`src/rtl/nfc_acg_pkg.sv`:
```
// Shared ACG definitions: CA-sequencer state encoding, slot index, byte limits
// and default NAND interface timing.
package nfc_acg_pkg;

  localparam int unsigned AcgSlotCa        = 3;
  localparam int unsigned MaxAddrBytes     = 5;
  localparam int unsigned CaDataWidth      = 40;
  localparam int unsigned ByteCountWidth   = 3;
  localparam int unsigned TimerWidth       = 8;
  localparam int unsigned DefSetupCycles   = 1;
  localparam int unsigned DefWePulseCycles = 2;
  localparam int unsigned DefWeHoldCycles  = 2;

  typedef enum logic [3:0] {
    ST_IDLE   = 4'b0001,
    ST_SETUP  = 4'b0010,
    ST_WELOW  = 4'b0100,
    ST_WEHIGH = 4'b1000
  } ca_state_e;

  // One command byte, or 1..MaxAddrBytes address bytes (count-minus-one clamped).
  function automatic logic [ByteCountWidth-1:0] ca_byte_count(input logic       is_cmd,
                                                              input logic [15:0] num_minus_one);
    if (is_cmd) begin
      return ByteCountWidth'(1);
    end else if (num_minus_one >= 16'(MaxAddrBytes - 1)) begin
      return ByteCountWidth'(MaxAddrBytes);
    end else begin
      return ByteCountWidth'(num_minus_one) + ByteCountWidth'(1);
    end
  endfunction

endpackage

```
`src/rtl/nfc_phase_timer.sv`:
```
// Loadable down-counter that times each phase of the CA latch sequence;
// flags the terminal count now and on the following cycle.
module nfc_phase_timer #(
  parameter int unsigned Width = 8
) (
  input  logic             iSystemClock,
  input  logic             iReset,
  input  logic             iLoad,
  input  logic [Width-1:0] iLoadValue,
  output logic             oExpire_c,
  output logic             oExpireNext_c
);

  logic [Width-1:0] count_q;
  logic [Width-1:0] count_d;

  always_comb begin
    count_d = count_q;
    if (iLoad) begin
      count_d = iLoadValue;
    end else if (count_q != '0) begin
      count_d = count_q - Width'(1);
    end
  end

  always_ff @(posedge iSystemClock or posedge iReset) begin
    if (iReset) begin
      count_q <= '0;
    end else begin
      count_q <= count_d;
    end
  end

  assign oExpire_c     = (count_q == '0);
  assign oExpireNext_c = iLoad ? (iLoadValue == '0) : (count_q == Width'(1));

endmodule

```
`src/rtl/nfc_atom_ca_latch.sv`:
```
// ACG CA-sequencer responder: serialises a command byte or 1-5 address bytes
// onto the NAND pins with WE# strobes. NFC_CE_HOLD_EN keeps CE# asserted in idle.
module nfc_atom_ca_latch
  import nfc_acg_pkg::*;
#(
  parameter int unsigned NumberOfWays  = 4,
  parameter int unsigned SetupCycles   = DefSetupCycles,
  parameter int unsigned WEPulseCycles = DefWePulseCycles,
  parameter int unsigned WEHoldCycles  = DefWeHoldCycles
) (
  input  logic                    iSystemClock,
  input  logic                    iReset,
  input  logic                    iStart,
  output logic                    oReady,
  output logic                    oLastStep,
  input  logic [NumberOfWays-1:0] iTargetWay,
  input  logic                    iCASelect,
  input  logic [39:0]             iCAData,
  input  logic [15:0]             iNumOfData,
  output logic [NumberOfWays-1:0] oPO_ChipEnable,
  output logic                    oPO_CLE,
  output logic                    oPO_ALE,
  output logic                    oPO_WE,
  output logic [7:0]              oPO_DQ,
  output logic                    oPO_DQOE
);

  ca_state_e                   state_q, state_d;
  logic [NumberOfWays-1:0]     way_q, way_d;
  logic                        sel_q, sel_d;
  logic [CaDataWidth-1:0]      shift_q, shift_d;
  logic [ByteCountWidth-1:0]   bytes_q, bytes_d;

  logic                        ready_q, ready_d;
  logic                        last_step_q, last_step_d;
  logic [NumberOfWays-1:0]     ce_q, ce_d;
  logic                        cle_q, cle_d;
  logic                        ale_q, ale_d;
  logic                        we_q, we_d;
  logic [7:0]                  dq_q, dq_d;
  logic                        dqoe_q, dqoe_d;

  logic                        timer_load;
  logic [TimerWidth-1:0]       timer_value;
  logic                        expire_c;
  logic                        expire_next_c;
  logic                        busy;
  logic [NumberOfWays-1:0]     idle_ce;

  nfc_phase_timer #(
    .Width (TimerWidth)
  ) u_phase_timer (
    .iSystemClock (iSystemClock),
    .iReset       (iReset),
    .iLoad        (timer_load),
    .iLoadValue   (timer_value),
    .oExpire_c    (expire_c),
    .oExpireNext_c(expire_next_c)
  );

  // Next-state, phase timer reload and registered pin values.
  always_comb begin
    state_d     = state_q;
    way_d       = way_q;
    sel_d       = sel_q;
    shift_d     = shift_q;
    bytes_d     = bytes_q;
    timer_value = '0;

    case (state_q)
      ST_IDLE: begin
        if (iStart && ready_q) begin
          state_d = ST_SETUP;
          way_d   = iTargetWay;
          sel_d   = iCASelect;
          shift_d = iCAData;
          bytes_d = ca_byte_count(iCASelect, iNumOfData);
        end
      end
      ST_SETUP:  if (expire_c) state_d = ST_WELOW;
      ST_WELOW:  if (expire_c) state_d = ST_WEHIGH;
      ST_WEHIGH: begin
        if (expire_c) begin
          if (bytes_q > ByteCountWidth'(1)) begin
            state_d = ST_SETUP;
            bytes_d = bytes_q - ByteCountWidth'(1);
            shift_d = {shift_q[CaDataWidth-9:0], 8'h00};
          end else begin
            state_d = ST_IDLE;
          end
        end
      end
      default: state_d = ST_IDLE;
    endcase

    timer_load = (state_d != state_q);
    case (state_d)
      ST_SETUP:  timer_value = TimerWidth'(SetupCycles - 1);
      ST_WELOW:  timer_value = TimerWidth'(WEPulseCycles - 1);
      ST_WEHIGH: timer_value = TimerWidth'(WEHoldCycles - 1);
      default:   timer_value = '0;
    endcase

`ifdef NFC_CE_HOLD_EN
    idle_ce = way_q;
`else
    idle_ce = '1;
`endif

    busy        = (state_d != ST_IDLE);
    ready_d     = ~busy;
    last_step_d = (state_d == ST_WEHIGH) && expire_next_c && (bytes_d == ByteCountWidth'(1));
    ce_d        = busy ? way_d : idle_ce;
    cle_d       = busy & sel_d;
    ale_d       = busy & ~sel_d;
    dqoe_d      = busy;
    we_d        = (state_d != ST_WELOW);
    // DQ only moves when a byte enters SETUP, so it is frozen around WE#.
    dq_d        = (state_d == ST_SETUP) ? shift_d[CaDataWidth-1 -: 8] : dq_q;
  end

  always_ff @(posedge iSystemClock or posedge iReset) begin
    if (iReset) begin
      state_q     <= ST_IDLE;
      way_q       <= '1;
      sel_q       <= 1'b0;
      shift_q     <= '0;
      bytes_q     <= '0;
      ready_q     <= 1'b1;
      last_step_q <= 1'b0;
      ce_q        <= '1;
      cle_q       <= 1'b0;
      ale_q       <= 1'b0;
      we_q        <= 1'b1;
      dq_q        <= 8'h00;
      dqoe_q      <= 1'b0;
    end else begin
      state_q     <= state_d;
      way_q       <= way_d;
      sel_q       <= sel_d;
      shift_q     <= shift_d;
      bytes_q     <= bytes_d;
      ready_q     <= ready_d;
      last_step_q <= last_step_d;
      ce_q        <= ce_d;
      cle_q       <= cle_d;
      ale_q       <= ale_d;
      we_q        <= we_d;
      dq_q        <= dq_d;
      dqoe_q      <= dqoe_d;
    end
  end

  assign oReady         = ready_q;
  assign oLastStep      = last_step_q;
  assign oPO_ChipEnable = ce_q;
  assign oPO_CLE        = cle_q;
  assign oPO_ALE        = ale_q;
  assign oPO_WE         = we_q;
  assign oPO_DQ         = dq_q;
  assign oPO_DQOE       = dqoe_q;

endmodule

```
`config.mk`:
```
export PLATFORM = sky130hd
export DESIGN_NAME = nfc_atom_ca_latch
export DESIGN_NICKNAME = d
export VERILOG_FILES = /design/src/rtl/nfc_acg_pkg.sv /design/src/rtl/nfc_phase_timer.sv /design/src/rtl/nfc_atom_ca_latch.sv
export SDC_FILE = /design/constraint.sdc
export NUM_CORES = 1
export LEC_CHECK = 0
export CORE_AREA = 2 2 92 94
export CTS_BUF_LIST = sky130_fd_sc_hd__clkbuf_8
export CTS_CLUSTER_DIAMETER = 200
export DETAILED_ROUTE_END_ITERATION = 10
export DIE_AREA = 0 0 94 96
export HOLD_SLACK_MARGIN = 0.15
export PLACE_DENSITY = 0.75
export SYNTH_ARGS = -nofsm -noshare
export SYNTH_HDL_FRONTEND = slang
export SYNTH_SLANG_ARGS = --single-unit
```
`constraint.sdc`:
```
create_clock -name iSystemClock -period 2.55 [get_ports iSystemClock]
set_input_delay 0.51 -clock iSystemClock [delete_from_list [all_inputs] [get_ports iSystemClock]]
set_output_delay 0.51 -clock iSystemClock [all_outputs]
set_load 0.05 [all_outputs]
```
### Yosys cells after proc, flatten, opt, wreduce, memory -nomap -nowiden

Cells that the tools add are included.

* bits in read-only memories: 0
* RAM bits: 0
* output and inout bits: 18
* bits in latches: 0
* memories kept: 0
* bits of input ports: 64
* register bits: 78

* bitwise gates (word level): 4
* multiply operators: 0
* shifts and indexed selects: 0
* divide/modulo/power cells: 0
* add/subtract/negate cells: 3
* reductions and logical operators: 10
* order comparisons: 2
* mux-type cells: 25
* equal/unequal tests: 15

Operators with widths (number)
* $mux W40: 3
* $pmux W40 S2: 1
* $mux W4: 7
* $ge A16 B3 Y1 const B: 1
* $logic_not A8 Y1: 2
* $mux W8: 2
* $pmux W4 S4: 1
* $mux W3: 5
* $eq A4 B2 Y1 const B: 2
* $eq A4 B3 Y1 const B: 2
* $eq A4 B4 Y1 const B: 2
* $eq A8 B1 Y1 const B: 1
* $reduce_bool A8 Y1: 1
* $sub A8 B1 Y8 const B: 1
* $ne A2 B2 Y1 const B: 3
* $pmux W3 S2: 1
* $eq A4 B1 Y1 const B: 1
* $mux W1: 4
* $ne A4 B1 Y1 const B: 1
* $ne A4 B3 Y1 const B: 1
* $ne A4 B4 Y1: 1
* $reduce_and A4 Y1: 1
* $reduce_bool A2 Y1: 2
* $add A3 B1 Y3 const B: 1
* 8 further kinds: 12

### Depth between registers and ports, before layout

* depth in word-level cells: 11
* mapped depth: 10
* mapped depth without buffers: 8

### Modules after synthesis

From an unflattened synthesis, not the netlist that was laid out.

* cell total of the unflattened synthesis: 339
* area total of the unflattened synthesis: 3651.0 sq um

Modules (own cells, without submodules)
* nfc_atom_ca_latch: instances 1, area each 3041.7 sq um, cells each 274, seq. area each 1765.4 sq um
* nfc_phase_timer: instances 1, area each 609.3 sq um, cells each 65, seq. area each 200.2 sq um

### Worst setup path after synthesis

OpenSTA, ideal clock, no wires.

* kind: reg-to-reg
* start point: register u_phase_timer.count_q[0]
* end point: register last_step_q (netlist: oLastStep)
* data required time: 2.450 ns
* setup slack: 0.545 ns
* stages on the path, launching flop included: 10
* period minus slack after synthesis: 2.005 ns
* arrival time: 1.905 ns
* library setup time: 0.100 ns
* cell sequence: dfrtp_1 -> inv_1 -> ha_1 -> nor3b_2 -> and2_1 -> buf_6 -> o31a_1 -> buf_2 -> nor3_1 -> nor4bb_1

* cells in the longest elaborated chain, start to end: 10
* elaborated cells between the ends (all ways): 18
* those cells by class: 5 x eq/ne; 8 x mux; 5 x reduce/logical

RTL lines
* start, declared: RTL line nfc_phase_timer.sv:14 `logic [Width-1:0] count_q;`
* start signal, assigned: RTL line nfc_phase_timer.sv:30 `count_q <= count_d;`
* $logic_not A8 Y1: RTL line nfc_phase_timer.sv:34 `assign oExpire_c = (count_q == '0);`
* $mux W4, on equally long branches: RTL line nfc_atom_ca_latch.sv:83, nfc_atom_ca_latch.sv:80, nfc_atom_ca_latch.sv:81
* $pmux W4 S4: RTL line nfc_atom_ca_latch.sv:70 `case (state_q)`
* $eq A4 B4 Y1 or $eq A4 B3 Y1 (tied branches): RTL line nfc_atom_ca_latch.sv:97, nfc_atom_ca_latch.sv:112
* $reduce_or A2 Y1 (no source line)
* $mux W1: RTL line nfc_atom_ca_latch.sv:97 `case (state_d)`
* $logic_not A8 Y1: RTL line nfc_phase_timer.sv:35 `assign oExpireNext_c = iLoad ? (iLoadValue == '0) : (count_q == Width'(1));`
* $mux W1: RTL line nfc_phase_timer.sv:35
* $logic_and A1 B1 Y1: RTL line nfc_atom_ca_latch.sv:112 `last_step_d = (state_d == ST_WEHIGH) && expire_next_c && (bytes_d == ByteCountWidth'(1));`
* $logic_and A1 B1 Y1 (*): RTL line nfc_atom_ca_latch.sv:112
* net last_step_d: RTL line nfc_atom_ca_latch.sv:35 `logic last_step_q, last_step_d;`
* end signal, assigned: RTL line nfc_atom_ca_latch.sv:144 `last_step_q <= last_step_d;`
* end, declared: RTL line nfc_atom_ca_latch.sv:35

The timed path passes the listed nets; every way through them passes the cells marked *.
A chain may end at the register's enable or synchronous reset.

### Worst setup path in the final report

* start point: register ready_q (netlist: oReady)
* end point: output oReady

RTL lines
* start, declared: RTL line nfc_atom_ca_latch.sv:34 `logic ready_q, ready_d;`
* start signal, assigned: RTL line nfc_atom_ca_latch.sv:143 `ready_q <= ready_d;`
* end, declared: RTL line nfc_atom_ca_latch.sv:14 `output logic oReady,`

No word-level cell between the ends.

==> results by group <==
Route
  – Total number of vias: between 2000 and 3000
  – Antenna Violating Nets Remaining: 0
  – DR iter-0 viols: ~240
  – Via density: slightly above 5
  – Wirelength per Cell: roughly 14 microns
  – Drt first pass iters: 4
  – Final wirelength: 7.670 mm
  – Drc violations: 0

Worst setup path
  – Crit path max-delay family: buffers and inverters
  – Critical path's largest stage delay: 0.80 ns
  – R2R Path Start: u_phase_timer.count_q[0]
  – CP max FO: 4
  – Worst R2R Setup Slack: between 0.3 and 0.4 ns
  – Req. time, crit path: between 2 and 2.5 ns
  – Slowest cell on the critical path: clkdlybuf4s50_1
  – Setup crit end kind: primary output
  – Crit path kind: flip-flop to primary output
  – Bufs and invs on worst path: 1
  – Setup crit start kind: flip-flop
  – CP Launch Point: oReady
  – CP arrival: around 1.7 ns
  – CP cell instances: clkdlybuf4s50_1

Floorplanning
  – Core area: just over 8000 sq um
  – Die Ht: roughly 96 microns
  – DIE AREA: about 9000 sq um
  – Starting density of the core: a little over two fifths
  – I/O pin cnt: slightly above 80
  – Cell row count: 33
  – Die X: around 94 microns

Timing
  – Least-Margin Pin Slew: 0.6656 ns
  – Fin crit share: between 80 and 90%
  – Max Slew Vio Count: 0
  – Final hold violations: 0
  – Final setup violation count: 0
  – Relative slew slack: a little under three fifths
  – Setup TNS: 0 ns
  – Maximum clock rate: between 0.4 and 0.5 GHz
  – Worst-case clock skew: 0.009402 ns
  – Final Critical Period: 2.213 ns
  – WHS: approximately 0.47 ns
  – RSZ-0062 raised after global routing: false

Clocking
  – CTS tree: built
  – CTS Buf Count: 9
  – Post-CTS sizing: 0
  – Max clock buf depth: 2
  – # H-tree levels: 3
  – Root buffer cell: clkbuf_8
  – Clock-pin slew on the worst setup and hold paths: about 0.080 ns
  – Postcts setup bufs: 0
  – Post-CTS Hold Buffers: 0
  – Worst skew pair latency: between 0.3 and 0.4 ns
  – Sink Count: 78

Global route
  – Overall Global Routing Usage: ~18%
  – Vias in the first global route: between 2000 and 3000
  – Grt ovf: 0
  – Antenna violations before repair: 0
  – Global-route wire length before repair: roughly 13 mm
  – Pin count of the biggest net entering global routing: between 40 and 50

Placement
  – Dpl hpwl: around 5.4 mm
  – RD Place Congestion: 0.8717
  – IO Port Bufs: 81

Synthesis
  – Most common flop cell mapped by yosys: dfrtp_1
  – Syn Std Cell Area: approximately 3500 sq um
  – Synthesis-stage register bit count: between 70 and 80
  – YS warnings: 0
  – Syn_area_per_cell: roughly 10 sq um
  – Register area share after synthesis: roughly 56%
  – Syn Inst Count: between 300 and 400
  – Post-synth net total: ~420
  – Async SR Flop Fraction: 100.0%
  – Post-synth EDFFs: 0
  – Synth cell types: 44

Power
  – Pleak: roughly 2.1 nW
  – Peak supply drop: ~0.74 mV
  – Pwr/cell area: between 1000 and 1500 nW/um^2

Finish
  – Commonest non-fill, non-tap cells in the layout: 93 x nand2_1, 81 x clkdlybuf4s50_1, 67 x dfrtp_1
  – Layout cells sized above 1: between 10% and 20%
  – Final nets: roughly 500
  – # fillers: a little over 700
  – Commonest non-fill, non-tap cell in the layout: nand2_1
  – Diode count: 0
  – Area growth syn-to-layout: 31.15%

Hold path
  – Hold Crit Class: input pin to async pin

Run status
  – Status: finished, final reports clean

Flow run
  – Max-Cap Viols: 0
## worst paths after layout
path / endpoint / cells past startpoint
max: oReady / 1
max reg2reg: oLastStep / 7
min: shift_q[4] / 2
min reg2reg: shift_q[8] / 2
min in group iSystemClock: shift_q[8] / 2
max in group asynchronous: state_q[0] / 3
## sequential cells by signal, summed over array words and instances (netlist names), 3 cells and up
| name | cells |
|---|---|
| way_q | 4 |
| oPO_DQ | 8 |
| bytes_q | 3 |
| u_phase_timer.count_q | 8 |
| shift_q | 40 |
| oPO_ChipEnable | 4 |
| state_q | 4 |
## cell usage after synthesis, drive strengths merged (3+ instances only)
library cell,n,share of area [%]
o21ai,21,3.0
nor2,14,1.6
buf,15,2.4
inv,10,1.1
xnor2,3,0.74
nand2b,4,0.71
nand4,3,0.53
ha,6,2.1
nor4b,3,1.1
dfstp,11,8.2
nand2,94,10
clkbuf,6,0.64
dfrtp,67,47
nand3,8,1.1
and2,3,0.53
a22oi,33,7.0
a21oi,7,0.99
nor4,5,1.3
nor3,5,0.71
a211o,3,0.74
mux2,8,2.5
nor2b,3,0.53
## metal layers
metal,global-route usage [%],vias up,part of all wire (%)
met3,5.168,9,6.5
met4,5.556,0,1.2
met1,24.68,1341,46
met5,0,-,0
met2,28.99,77,46
li1,-,1380,-
## power by group
| group | switching [mW] | total, mW | internal, mW |
|---|---|---|---|
| combinational | 1.41 | 2.34 | 0.934 |
| clock | 0.450 | 0.857 | 0.407 |
| sequential | 0.335 | 2.17 | 1.84 |
## logic make-up (layout without fill, tap and decap cells)
family	after synthesis	count (layout)	synth area share (%)
mux	9	9	2.829
fa+ha+maj	6	6	2.122
xor+xnor	5	5	1.238
flops	78	78	55.55
simple gates	149	149	19.80
buf+inv	31	115	4.067
compound gates	75	75	14.39
## per-stage QoR
step                      instance area [sq um]  total power, mW  utilization (%)  cells  setup slack [ns]
after floorplan                            3538            3.874                -    353           0.06317
after global placement                     4456            4.461            55.34    526            0.3808
after CTS                                  4641            5.416            57.64    542            0.3165
after detailed placement                   4456            4.530            55.34    526            0.3105
final                                      4641            5.367            57.64    542            0.3365
after global routing                       4641            5.788            57.64    542            0.1943
## cell type report
class,count,area (sq um),area share [%]
Clock inverter,5,33.78,0.7280
Inverter,10,38.79,0.8358
Multi-Input combinational cell,244,1436,30.95
Tap cell,105,131.4,2.831
Clock buffer,11,151.4,3.262
Timing Repair Buffer,89,883.3,19.03
Sequential cell,78,1966,42.36
Note: power is estimated with default switching activity, not from simulation.
